### config.mk
export PLATFORM = sky130hd
export DESIGN_NAME = core_mem_arbiter
export DESIGN_NICKNAME = d
export VERILOG_FILES = /design/src/rtl/core_mem_arbiter.sv
export SDC_FILE = /design/constraint.sdc
export NUM_CORES = 1
export LEC_CHECK = 0
export BUFFER_PORTS_ARGS = -buffer_cell sky130_fd_sc_hd__buf_4
export CAP_MARGIN = 5
export CORE_AREA = 2 2 95 97
export DETAILED_ROUTE_END_ITERATION = 6
export DIE_AREA = 0 0 97 99
export PLACE_DENSITY_LB_ADDON = 0.05
export SETUP_SLACK_MARGIN = 0.5
export SYNTH_ARGS = -nofsm -noshare
export SYNTH_HDL_FRONTEND = slang
export SYNTH_SLANG_ARGS = --single-unit
### constraint.sdc
create_clock -name clk -period 1.6 [get_ports clk]
set_input_delay 0.16 -clock clk [delete_from_list [all_inputs] [get_ports clk]]
set_output_delay 0.16 -clock clk [all_outputs]
set_load 0.05 [all_outputs]
### src/rtl/core_mem_arbiter.sv
// Single-port SRAM arbiter between a host port and a corelet port.
// Ownership changes go through a READ_LAT-cycle drain so in-flight reads land on the port that issued them.
module core_mem_arbiter #(
    parameter int DW       = 32,
    parameter int AW       = 7,
    parameter int READ_LAT = 1,
    parameter int CNT_W    = 16
) (
    input  logic             clk,
    input  logic             reset,
    input  logic             host_sel,
    input  logic             host_cen,
    input  logic             host_wen,
    input  logic [AW-1:0]    host_addr,
    input  logic [DW-1:0]    host_d,
    output logic [DW-1:0]    host_q,
    output logic             host_qvalid,
    input  logic             core_cen,
    input  logic             core_wen,
    input  logic [AW-1:0]    core_addr,
    input  logic [DW-1:0]    core_d,
    output logic [DW-1:0]    core_q,
    output logic             core_qvalid,
    output logic             mem_cen,
    output logic             mem_wen,
    output logic [AW-1:0]    mem_addr,
    output logic [DW-1:0]    mem_d,
    input  logic [DW-1:0]    mem_q,
    output logic [1:0]       owner,
    output logic             core_grant,
    output logic             host_err,
    output logic [CNT_W-1:0] access_cnt
);

    // Handshake: cen/wen are active-low single-cycle strobes with no stall; every
    // strobe from the owning port is accepted in the cycle it is driven. qvalid is a
    // one-cycle pulse with no ready; the receiving port must take q in that cycle.

    typedef enum logic [1:0] {
        S_HOST          = 2'b00,
        S_DRAIN_TO_CORE = 2'b01,
        S_CORE          = 2'b10,
        S_DRAIN_TO_HOST = 2'b11
    } state_t;

    localparam logic [2:0]       DRAIN_LAST = 3'(READ_LAT - 1);
    localparam logic [CNT_W-1:0] CNT_MAX    = '1;

    state_t              state, state_nxt;
    logic [2:0]          drain_cnt, drain_cnt_nxt;
    logic                enter_window;
    logic                acc_host, acc_core, acc, rd_issue;
    logic [READ_LAT-1:0] pipe_vld, pipe_tag;
    logic                out_vld, out_tag;

    always_ff @(posedge clk or negedge reset) begin
        if (!reset) begin
            state     <= S_HOST;
            drain_cnt <= '0;
        end else begin
            state     <= state_nxt;
            drain_cnt <= drain_cnt_nxt;
        end
    end

    always_comb begin
        state_nxt     = state;
        drain_cnt_nxt = '0;
        enter_window  = 1'b0;
        case (state)
            S_HOST: if (!host_sel) state_nxt = S_DRAIN_TO_CORE;
            S_CORE: if (host_sel) state_nxt = S_DRAIN_TO_HOST;
            S_DRAIN_TO_CORE: begin
                if (drain_cnt == DRAIN_LAST) begin
                    state_nxt    = S_CORE;
                    enter_window = 1'b1;
                end else begin
                    drain_cnt_nxt = drain_cnt + 3'd1;
                end
            end
            S_DRAIN_TO_HOST: begin
                if (drain_cnt == DRAIN_LAST) begin
                    state_nxt    = S_HOST;
                    enter_window = 1'b1;
                end else begin
                    drain_cnt_nxt = drain_cnt + 3'd1;
                end
            end
            default: state_nxt = S_HOST;
        endcase
    end

    // SRAM strobes are forced idle while reset is held, even though the state reads HOST.
    always_comb begin
        mem_cen  = 1'b1;
        mem_wen  = 1'b1;
        mem_addr = '0;
        mem_d    = '0;
        if (reset) begin
            case (state)
                S_HOST: begin
                    mem_cen  = host_cen;
                    mem_wen  = host_wen;
                    mem_addr = host_addr;
                    mem_d    = host_d;
                end
                S_CORE: begin
                    mem_cen  = core_cen;
                    mem_wen  = core_wen;
                    mem_addr = core_addr;
                    mem_d    = core_d;
                end
                default: ;
            endcase
        end
    end

    assign acc_host = (state == S_HOST) && !host_cen;
    assign acc_core = (state == S_CORE) && !core_cen;
    assign acc      = acc_host || acc_core;
    assign rd_issue = (acc_host && host_wen) || (acc_core && core_wen);

    // Tag bit: 1 = read was issued by the corelet.
    always_ff @(posedge clk or negedge reset) begin
        if (!reset) begin
            pipe_vld <= '0;
            pipe_tag <= '0;
        end else begin
            pipe_vld[0] <= rd_issue;
            pipe_tag[0] <= acc_core;
            for (int i = 1; i < READ_LAT; i++) begin
                pipe_vld[i] <= pipe_vld[i-1];
                pipe_tag[i] <= pipe_tag[i-1];
            end
        end
    end

    assign out_vld     = pipe_vld[READ_LAT-1];
    assign out_tag     = pipe_tag[READ_LAT-1];
    assign host_qvalid = out_vld && !out_tag;
    assign core_qvalid = out_vld && out_tag;
    assign host_q      = host_qvalid ? mem_q : '0;
    assign core_q      = core_qvalid ? mem_q : '0;

    always_ff @(posedge clk or negedge reset) begin
        if (!reset) begin
            host_err   <= 1'b0;
            access_cnt <= '0;
        end else begin
            host_err <= host_err || (!host_cen && state != S_HOST);
            if (enter_window) begin
                access_cnt <= '0;
            end else if (acc && access_cnt != CNT_MAX) begin
                access_cnt <= access_cnt + CNT_W'(1);
            end
        end
    end

    assign owner      = state;
    assign core_grant = (state == S_CORE);

endmodule

; ---- Yosys cells after proc, flatten, opt, wreduce, memory -nomap -nowiden
; Cells that the tools add are included.
[totals]
register_bits = 24
input_bits = 117
output_inout_bits = 127
elab_cells = 57
[classes]
addsub = 2
eq_ne = 8
mux = 21
n_reduce_logical = 20
[ops]
columns = operator, count
row1 = 2-to-1 mux 32 bit, 3
row2 = case mux 32 bit (2 select lines), 1
row3 = 2-to-1 mux 16 bit, 2
row4 = "adder 16 x 1 -> 16 bit, second input constant", 1
row5 = "inequality test 16 bit, second input constant", 1
row6 = case mux 7 bit (2 select lines), 1
row7 = logical AND 1 bit, 8
row8 = 2-to-1 mux 2 bit, 4
row9 = "inequality test 2 bit, second input constant", 4
row10 = case mux 2 bit (4 select lines), 1
row11 = 2-to-1 mux 7 bit, 1
row12 = 2-to-1 mux 3 bit, 2
row13 = "== test 2 bit, second input constant", 2
row14 = 2-to-1 mux 1 bit, 4
row15 = case mux 1 bit (2 select lines), 2
row16 = AND reduction 4 bit, 1
row17 = nonzero test 2 bit, 2
row18 = "adder 3 x 1 -> 3 bit, second input constant", 1
row19 = zero test 1 bit, 3
row20 = zero test 3 bit, 1
row21 = logical OR 1 bit, 3
row22 = "== test 2 x 1 -> 1 bit, second input constant", 1
row23 = zero test 2 bit, 1
row24 = OR reduction 2 bit, 1

; ---- Longest topological paths before layout
; Gate-level depths: netlist of the first run.
[depth]
word_depth = 6
mapped_depth = 8
depth_no_buf = 7

; ---- Worst setup path after synthesis of the first run
; No wires, ideal clock.
[synth_path]
path_type = register to output
from = reg state[1] (netlist: owner[1])
to = out mem_addr[0]
arrival_time_ps = 2483
t_required_ps = 1440
slack_ps = -1043
path_stages_with_launch = 5
path_buffers = 1
path_cell_list = dfrtp_1 -> ha_1 -> clkbuf_1 -> a22oi_1 -> nor2b_1
[synth_via]
elab_chain_len = 3
elab_cells_between_ends = 4
classes_between = eq/ne (1) / mux (2) / reduce/logical (1)
[synth_lines]
columns = element, line
row1 = from (decl), 49  ; state_t state, state_nxt;
row2 = from (signal assigned), 61  ; state <= state_nxt;
row3 = == test 2 bit, -
row4 = via core_grant, 30  ; output logic core_grant,
row5 = case mux 7 bit (2 select lines), 100  ; case (state)
row6 = 2-to-1 mux 7 bit, 99  ; if (reset) begin
row7 = to (decl), 26  ; output logic [AW-1:0] mem_addr,
; The timed path passes the listed nets, and every way through them passes these cells.

; ---- Worst setup path in the final report of the first run
[layout_path]
from = reg state[1] (netlist: owner[1])
to = reg access_cnt[9]
[layout_via]
elab_chain_len = 5
elab_cells_between_ends = 12
classes_between = eq/ne (3) / mux (2) / reduce/logical (7)
[layout_lines]
columns = element, line
row1 = == test 2 bit, 119  ; assign acc_core = (state == S_CORE) && !core_cen;
row2 = logical AND 1 bit, 119
row3 = via acc_core, 52  ; logic acc_host, acc_core, acc, rd_issue;
row4 = logical OR 1 bit, 120  ; assign acc = acc_host || acc_core;
row5 = logical AND 1 bit, 153  ; end else if (acc && access_cnt != CNT_MAX) begin
row6 = nonzero test 2 bit (no line), -
row7 = to (signal assigned), 154  ; access_cnt <= access_cnt + CNT_W'(1);
row8 = to (decl), 32  ; output logic [CNT_W-1:0] access_cnt
; The timed path passes the listed nets, and every way through them passes these cells.
; A chain may end at the register's enable or synchronous reset.

==> impl_metrics.yaml, run 1 <==
grt:
  grt_antenna_before_repair: 0
  grtUsageMet1_pct: 30.49
  top_usage_layer: "met2"
  use_met3_pct: 4.965
  track_usage_pct: 28.30
  met2_usage_pct: 53.95
  grt_max_degree: 34
  gr-total-overflow: 0
  grt_pass1_wl_mm: 21.76
  grt_pass1_vias: 3858
synth:
  async_reset_ff_share_pct: 100.0
  synthCells: 311
  synthFlopType: "dfrtp_1"
  synth-simple-area-share_pct: 39.53
  synth_area_per_cell_um2: 7.958
  syn_area_um2: 2475
  synth_xor_area_share_pct: 0.3539
  ys_seq_elements: 24
  synth_top_family_by_area: "simple AND/OR/NAND/NOR gates"
  synth-compound-area-share_pct: 22.70
  synthMuxAreaShare_pct: 3.691
  synthAdderAreaFrac_pct: 4.044
  ys_seq_area_share_pct: 24.27
  synth.net_count: 436
  synth-edff-count: 0
  ys_warn_count: 0
  ys_types: 46
route:
  routed_wl_mm: 16.21
  avgViaCountPerCell: 5.344
  drt_iter0_markers: 80
  dr_total_vias: 3880
  drt.antenna.violating_nets: 0
  wl_per_cell_um: 22.32
  drc_errors: 0
  drt-pass1-iter-count: 4
final_layout:
  utilization_pct: 87.04
  layout-drive-gt1-share_pct: 89.16
  nets: 744
  fin_cells: 726
  area_growth_pct: 200.7
  diodes: 0
  nFillCells: 411
outcome:
  violations: "negative hold slack, negative setup slack"
  status: "finished, violations left"
clock_tree:
  htreeDepth: 1
  cts_root_buffer: "clkbuf_8"
  clk_pin_slew_ns: 0.10
  cts_buffers: 3
  cts_buffer_depth: 2
  cts_sinks: 24
  clock_latency_ns: 0.28
  cts_tree: "yes"
die:
  die_x_um: 97
  pin_count: 244
  initial_core_util_pct: 28.94
  die_h_um: 99
  core_um2: 8551
  die_area_um2: 9603
  num_rows: 34
hold_path:
  worstHoldPathType: "input pin to async pin"
worst_setup_path:
  cp_common_cell: "buf_6"
  slowest_delay_ns: 0.53
  required_ns: 1.81
  cp_slowest_cell: "or4_4"
  crit_path_end_kind: "register"
  crit_chain: "buf_6 > ha_4 > buf_6 > nand2b_4 > inv_8 > o2111ai_4 > or4_4 > a21oi_2"
  arrival_ns: 2.12
  critical_path_class: "register to register"
  crit_fanout: 6
  crit_path_start_kind: "register"
sta:
  finClkSkew_ns: 0.004492
  final.setup.worst_slack_ns: -0.3097
  finalHoldViolCount: 6
  rsz0062_at_grt: "yes"
  tightest_slew_ns: 0.3408
  finalMaxSlewViolations: 0
  post-route-min-period_ns: 1.910
  min_period_over_period_pct: 119.4
  max_freq_ghz: 0.5236
  slew_headroom_pct: 77.28
  setup_viol: 94
  holdWs_ns: -0.03039
placed_design:
  place.port_buffers: 243
  dpl.cell_count: 685
  hpwl_mm: 9.262
  place_congestion: 0.8543
power_and_ir_drop:
  vdd_drop_max_mv: 1.278
  cellPowerDensity_nw_per_um2: 1217
  finalPower_mw: 9.056
  leakage_nw: 3.307
flow_run:
  max_cap_viol_count: 0
## path summary, 6_finish.rpt
check	startpoint	end	slack, ns	depth (start not counted)
min in group clk	host_cen	host_err$_DFF_PN0_	0.12	2
hold / removal	reset	access_cnt[1]$_DFFE_PN0P_	-0.03	2
hold reg to reg	host_err$_DFF_PN0_	host_err$_DFF_PN0_	0.49	1
setup reg to reg	owner[1]$_DFFE_PN0P_	access_cnt[9]$_DFFE_PN0P_	-0.31	8
setup / recovery	owner[1]$_DFFE_PN0P_	access_cnt[9]$_DFFE_PN0P_	-0.31	8
max in group asynchronous	reset	owner[0]$_DFFE_PN0P_	1.14	3
## metrics by stage
stage               area [µm²]  TNS, ns  setup WS, ns
floorplan                 3207   -12.70       -0.2985
global placement          5383  -0.9555       -0.1142
detailed placement        5383   -2.911       -0.1752
CTS                       7030   -11.55       -0.2688
global route              7442   -17.81       -0.3836
finish                    7442   -13.31       -0.3097
## sequential cells by signal, indices dropped and copies added (netlist names)
signal,flops
out_vld,1
owner,2
host_err,1
out_tag,1
drain_cnt,3
access_cnt,16
## cell families (layout without fill, tap and decap cells)
family                     count (synthesis)  in the layout
muxes                                      9              9
xor gates and xnor gates                   1              1
buffers and inverters                     35            342
DFF                                       24             24
and+or+nand+nor                          159            159
adders and majority gates                  8              8
AOI/OAI and AO/OA                         75             75
## synth_stat cells, types with 2 or more instances
cell	instances	area [µm²]
nor2b_1	42	262.8
a22oi_1	40	300.3
and3_1	37	231.5
and2_1	36	225.2
dfrtp_1	24	600.6
clkbuf_1	21	78.83
nand2_1	17	63.81
ha_1	8	100.1
mux2i_1	8	80.08
nand2b_1	8	50.05
inv_1	7	26.28
a21oi_1	5	25.02
o21ai_0	5	25.02
a211oi_1	4	30.03
buf_1	4	15.01
nor3_1	3	15.01
o21a_1	3	22.52
o31ai_1	3	22.52
a221o_1	2	20.02
buf_2	2	10.01
nand3_1	2	10.01
nor2_1	2	7.510
o2111ai_1	2	17.52
o311ai_0	2	17.52
o41ai_1	2	17.52
or4_1	2	15.01
## layout make-up
type,count,area (µm²),share of cell area (%)
multi-input combinational,252,2819,37.88
clock buffer,3,41.29,0.5548
tap,108,135.1,1.816
timing repair buffer,330,3751,50.40
inverter,8,42.54,0.5716
clock inverter,1,30.03,0.4035
sequential,24,623.1,8.373
## layer usage
| metal | up-vias | routed length [µm] |
|---|---|---|
| met2 | 197 | 8821 |
| met1 | 1876 | 5647 |
| met4 | 0 | 797 |
| met3 | 62 | 940 |
| li1 | 1745 | - |
| met5 | - | 0 |
## where the power goes
group / switching [mW] / internal (mW)
logic: 4.12 / 3.65
clock network: 0.220 / 0.335
registers: 0.0601 / 0.667
total: 4.40 / 4.65
## critical path: cells and delay by family, from the launching register on
family,cells,cell delay (ns)
compound gates,2,0.27
fa+ha+maj,1,0.20
buf+inv,3,0.35
simple gates,2,0.60
flops,1,0.42
## cell usage in the layout, fill, tap and decap left out, types with 6 or more instances in the layout
master   netlist  final
nor2b_4        0     41
buf_8          0     85
and2_4         0     35
buf_6          0     76
a22oi_2        0     40
buf_16         0      8
dfrtp_2        0     18
dfrtp_1       24      6
buf_12         0     12
nand2_1       17     13
buf_4          0    146
and3_4         0     33
mux2i_1        8      8
## timing repair
| action | in CTS | in global routing |
|---|---|---|
| pin swaps | 31 | 27 |
| endpoints found under the setup margin | 149 | 149 |
| hold endpoints to repair | 8 | 0 |
| buffers inserted | 13 | 12 |
| gates resized for setup | 314 | 65 |
| hold buffers | 1 | 0 |
| gates cloned | 9 | 2 |
No activity file was read; power rests on OpenSTA's default activity.
==> run 2: changes to the inputs <==
==> constraint.sdc (replaced) <==
create_clock -name clk -period 1.6 [get_ports clk]
set_input_delay 0.32 -clock clk [delete_from_list [all_inputs] [get_ports clk]]
set_output_delay 0.32 -clock clk [all_outputs]
set_load 0.05 [all_outputs]
==> run 2 against run 1 <==
Effect of this change: the run ends with negative setup slack left; clock-buffer cell count is 1 higher; clock power shrank 23%; sequential share of layout area is 0.44 points lower; fmax is 8.4% lower; cell count increased by 3.4%; sequential cell count unchanged; global-route usage down 0.38 points; utilization grew 3.6 points.
==> impl_metrics.yaml, run 2 (synthesized netlist as in run 1, its figures left out) <==
outcome:
  status: "finished, violations left"
  violations: "negative setup slack"
sta:
  finClkSkew_ns: 0.001854
  final.setup.worst_slack_ns: -0.4856
  max_freq_ghz: 0.4795
  tightest_slew_ns: 0.3753
  finalHoldViolCount: 0
  setup_viol: 129
  min_period_over_period_pct: 130.3
  post-route-min-period_ns: 2.086
  slew_headroom_pct: 74.77
  finalMaxSlewViolations: 0
  rsz0062_at_grt: "yes"
final_layout:
  largest_reg_flops: 16
  diodes: 0
  layout-drive-gt1-share_pct: 87.40
  mostFrequentLayoutCells: "162 x buf_4, 91 x buf_8, 70 x buf_6"
  largest-register: "access_cnt"
  finalInstanceArea_um2: 7746
  fin_cells: 751
  layout_commonest_cell: "buf_4"
  nets: 769
  area_growth_pct: 213.0
worst_setup_path:
  slowest_delay_ns: 0.40
  crit_chain: "buf_6 > ha_4 > buf_12 > o21ai_4 > a221o_2 > buf_8"
  r2r-end: "access_cnt[9]$_DFFE_PN0P_"
  required_ns: 1.28
  crit_path_start_kind: "register"
  ff2ff_path_depth: 9
  r2r-start: "owner[1]$_DFFE_PN0P_"
  crit_fanout: 6
  cp_slowest_cell: "dfrtp_2"
  crit_path_end_kind: "output pin"
  rrSetupSlack_ns: -0.39
  critical_path_class: "register to output pin"
  arrival_ns: 1.77
route:
  routed_wl_mm: 18.60
  drt_iter0_markers: 210
  drt.antenna.violating_nets: 0
  wl_per_cell_um: 24.76
  drt-pass1-iter-count: 4
  dr_total_vias: 4106
  avgViaCountPerCell: 5.467
  drc_errors: 0
clock_tree:
  cts_sinks: 24
  htreeDepth: 1
  clock_latency_ns: 0.27
  clk_pin_slew_ns: 0.09
  cts_buffers: 3
  cts_tree: "yes"
  cts_root_buffer: "clkbuf_8"
  cts_buffer_depth: 2
die:
  die_area_um2: 9603
  initial_core_util_pct: 28.94
  die_x_um: 97
  die_h_um: 99
  num_rows: 34
  core_um2: 8551
  pin_count: 244
power_and_ir_drop:
  vdd_drop_max_mv: 1.334
  cellPowerDensity_nw_per_um2: 1246
  leakage_nw: 3.487
grt:
  gr-total-overflow: 0
  track_usage_pct: 27.92
  grt_max_degree: 30
  grt_pass1_vias: 3791
  grt_antenna_before_repair: 1
  grt_pass1_wl_mm: 21.85
placed_design:
  dpl-instance-area_um2: 5460
  place.port_buffers: 243
  place_congestion: 0.8100
  hpwl_mm: 9.430
  dpl.cell_count: 689
hold_path:
  worstHoldPathType: "input pin to async pin"
flow_run:
  max_cap_viol_count: 0
-- run 2: stage by stage --
stage | setup TNS (ns) | util [%] | setup WS [ns] | hold slack (ns) | power (mW)
finish | -31.09 | 90.59 | -0.4856 | 0.1048 | 9.652
global placement | -6.420 | 63.86 | -0.1460 | 0.3724 | 6.091
floorplan | -14.65 | - | -0.3296 | 0.02441 | 4.591
detailed placement | -7.805 | 63.86 | -0.1932 | 0.3788 | 6.159
global route | -35.96 | 90.59 | -0.5192 | 0.09771 | 9.935
CTS | -21.78 | 82.67 | -0.4225 | 0.08214 | 8.296
-- run 2: worst max-delay path, delay by kind of cell, from the launching register on --
kind                     cells  cell delay [ns]
buffers and inverters        3             0.44
flip-flops                   1             0.40
AO/OA/AOI/OAI                2             0.40
adder cells (fa/ha/maj)      1             0.25
-- run 2: final cells by class --
| cell class | count | area (µm²) |
|---|---|---|
| multi-input cells | 252 | 2790 |
| well taps | 108 | 135.1 |
| fillers | 317 | 804.5 |
| flip-flops and latches | 24 | 614.3 |
| inverters | 8 | 40.04 |
| clock buffers | 4 | 55.05 |
| repair buffers | 355 | 4111 |
-- run 2: layer usage --
layer	global-route usage, %	share of wire, %
met1	33.45	35
met2	52.67	54
met3	3.901	5.4
met4	6.609	5.0
met5	0	0.086
-- run 2: worst max-delay path by stage --
stage	from	end	slack [ns]
3_5_place_dp	owner[1]$_DFFE_PN0P_	mem_d[8]	-0.19
5_1_grt	owner[1]$_DFFE_PN0P_	mem_wen	-0.52
2_1_floorplan	owner[0]$_DFFE_PN0P_	mem_cen	-0.33
3_3_place_gp	owner[1]$_DFFE_PN0P_	mem_d[9]	-0.15
6_report	owner[1]$_DFFE_PN0P_	mem_wen	-0.49
4_1_cts	owner[1]$_DFFE_PN0P_	mem_d[23]	-0.42
-- run 2: timing repair --
action / 4_1_cts / 5_1_grt
hold buffers: 0 / 0
setup endpoints to repair: 150 / 150
buffers inserted: 22 / 17
resized for setup: 304 / 56
pin swaps: 35 / 47
cloned: 5 / 14
-- run 2: where the power goes --
group          switching (mW)  internal (mW)  total (mW)
clock                   0.209          0.220       0.429
combinational            4.38           4.12        8.49
sequential             0.0622          0.668       0.730
total                    4.65           5.01        9.65
==> run 3: changes to the inputs <==
Settings changed: CAP_MARGIN 5 to 20, PLACE_DENSITY set to 0.69, PLACE_DENSITY_LB_ADDON 0.05 to not set.
==> run 3 against run 2 <==
Effect of this change: cell count is 1.7% lower; utilization shrank 3.6 points; sequential power about the same; clock skew grew 0.0023 ns; global-route usage rose by 3.7 points; fmax shrank 0.49%; die area stayed put; the flow still finishes with violations (negative setup slack); wire length shrank 8.4%; non-clock buffer count is 14 lower; clock power up 4%.
==> impl_metrics.yaml, run 3 (synthesized netlist as in run 1, its figures left out) <==
power_and_ir_drop:
  cellPowerDensity_nw_per_um2: 1267
  finalPower_mw: 9.423
  leakage_nw: 3.364
  vdd_drop_max_mv: 1.573
final_layout:
  utilization_pct: 86.95
  area_growth_pct: 200.4
  nets: 755
  fin_cells: 738
  layout_commonest_cell: "buf_4"
  layout-drive-gt1-share_pct: 86.80
  nFillCells: 397
  largest-register: "access_cnt"
  mostFrequentLayoutCells: "156 x buf_4, 86 x buf_6, 71 x buf_8"
  largest_reg_flops: 16
  finalInstanceArea_um2: 7435
sta:
  finalHoldViolCount: 0
  finalMaxSlewViolations: 0
  finClkSkew_ns: 0.004191
  tightest_slew_ns: 0.3788
  holdWs_ns: 0.01827
  post-route-min-period_ns: 2.096
  max_freq_ghz: 0.4771
  setup_viol: 127
  slew_headroom_pct: 74.75
  fin_setup_tns_ns: -34.63
  rsz0062_at_grt: "yes"
  final.setup.worst_slack_ns: -0.4959
  min_period_over_period_pct: 131.0
die:
  die_area_um2: 9603
  die_x_um: 97
  die_h_um: 99
  initial_core_util_pct: 28.94
  num_rows: 34
  core_um2: 8551
  pin_count: 244
flow_run:
  max_cap_viol_count: 0
placed_design:
  dp_slack_ns: -0.2068
  place.port_buffers: 243
  place_congestion: 0.9300
  hpwl_mm: 10.02
  dpl.cell_count: 685
  dpl-instance-area_um2: 5418
worst_setup_path:
  ff2ff_path_depth: 9
  r2r-start: "owner[0]$_DFFE_PN0P_"
  critical_path_class: "register to output pin"
  rrSetupSlack_ns: -0.45
  required_ns: 1.28
  slowest_delay_ns: 0.44
  crit_path_start_kind: "register"
  arrival_ns: 1.78
  crit_end: "mem_wen"
  crit_path_end_kind: "output pin"
  crit_chain: "inv_4 > ha_4 > buf_12 > o21ai_4 > a221o_2 > buf_6"
  cp_slowest_cell: "dfrtp_2"
  worstSetupStartpoint: "owner[0]$_DFFE_PN0P_"
  crit_fanout: 7
  r2r-end: "access_cnt[15]$_DFFE_PN0P_"
route:
  wl_met1_mm: 6.096
  avgViaCountPerCell: 5.371
  routed_wl_mm: 17.04
  drt-pass1-iter-count: 4
  routed.top_layer: "met5"
  drt_iter0_markers: 132
  wl_per_cell_um: 23.09
  drt.antenna.violating_nets: 0
  dr_wl_met3_mm: 1.506
  dr_total_vias: 3964
  drc_errors: 0
  wl_met2_mm: 8.992
clock_tree:
  cts_buffers: 3
  cts_root_buffer: "clkbuf_8"
  clock_latency_ns: 0.28
  cts_tree: "yes"
  htreeDepth: 1
  postCtsHoldBufs: 0
  clk_pin_slew_ns: 0.09
  cts_buffer_depth: 2
  cts_sinks: 24
grt:
  grt_pass1_vias: 4231
  grt_pass1_wl_mm: 24.21
  grt_antenna_before_repair: 2
  gr-total-overflow: 0
  grt_max_degree: 31
  track_usage_pct: 31.60
hold_path:
  worstHoldPathType: "input pin to async pin"
outcome:
  status: "finished, violations left"
  violations: "negative setup slack"
-- run 3: how the worst min path moves through the flow --
stage                                      endpoint  slack, ns  cells after the start
after floorplan           access_cnt[0]$_DFFE_PN0P_       0.02                      0
after global placement       drain_cnt[1]$_DFF_PN0_       0.31                      2
after detailed placement     drain_cnt[1]$_DFF_PN0_       0.31                      2
after CTS                    drain_cnt[1]$_DFF_PN0_       0.01                      2
after global routing         drain_cnt[1]$_DFF_PN0_       0.03                      2
final                        drain_cnt[1]$_DFF_PN0_       0.02                      2
-- run 3: worst max-delay path, delay by kind of cell (launching register included) --
family | cells | cell delay, ns
AO/OA/AOI/OAI | 2 | 0.40
adder cells (fa/ha/maj) | 1 | 0.25
flip-flops | 1 | 0.44
buffers and inverters | 3 | 0.40
-- run 3: report_power, final --
group	switching (mW)	internal [mW]
Clock	0.228	0.221
Combinational	4.29	3.95
Sequential	0.0618	0.668
-- run 3: area by class of cell --
cell class / count / area [µm²] / area share [%]
diodes: 1 / 2.502 / 0.03366
clock buffers: 4 / 55.05 / 0.7405
inverters: 8 / 35.03 / 0.4712
multi-input cells: 252 / 2736 / 36.81
flip-flops and latches: 24 / 614.3 / 8.263
well taps: 108 / 135.1 / 1.818
repair buffers: 341 / 3856 / 51.87
-- run 3: what timing repair did --
action / CTS / global route
cloned: 12 / 0
pin swaps: 46 / 36
gates resized for setup: 275 / 55
setup buffers: 26 / 10
setup endpoints to repair: 151 / 151
-- run 3: metal layers --
metal  vias to the layer above  global-route usage [%]
met5                         -                       0
met4                         2                   7.476
met3                        39                   10.99
met2                       203                   57.48
met1                      1948                   35.54
li1                       1772                       -
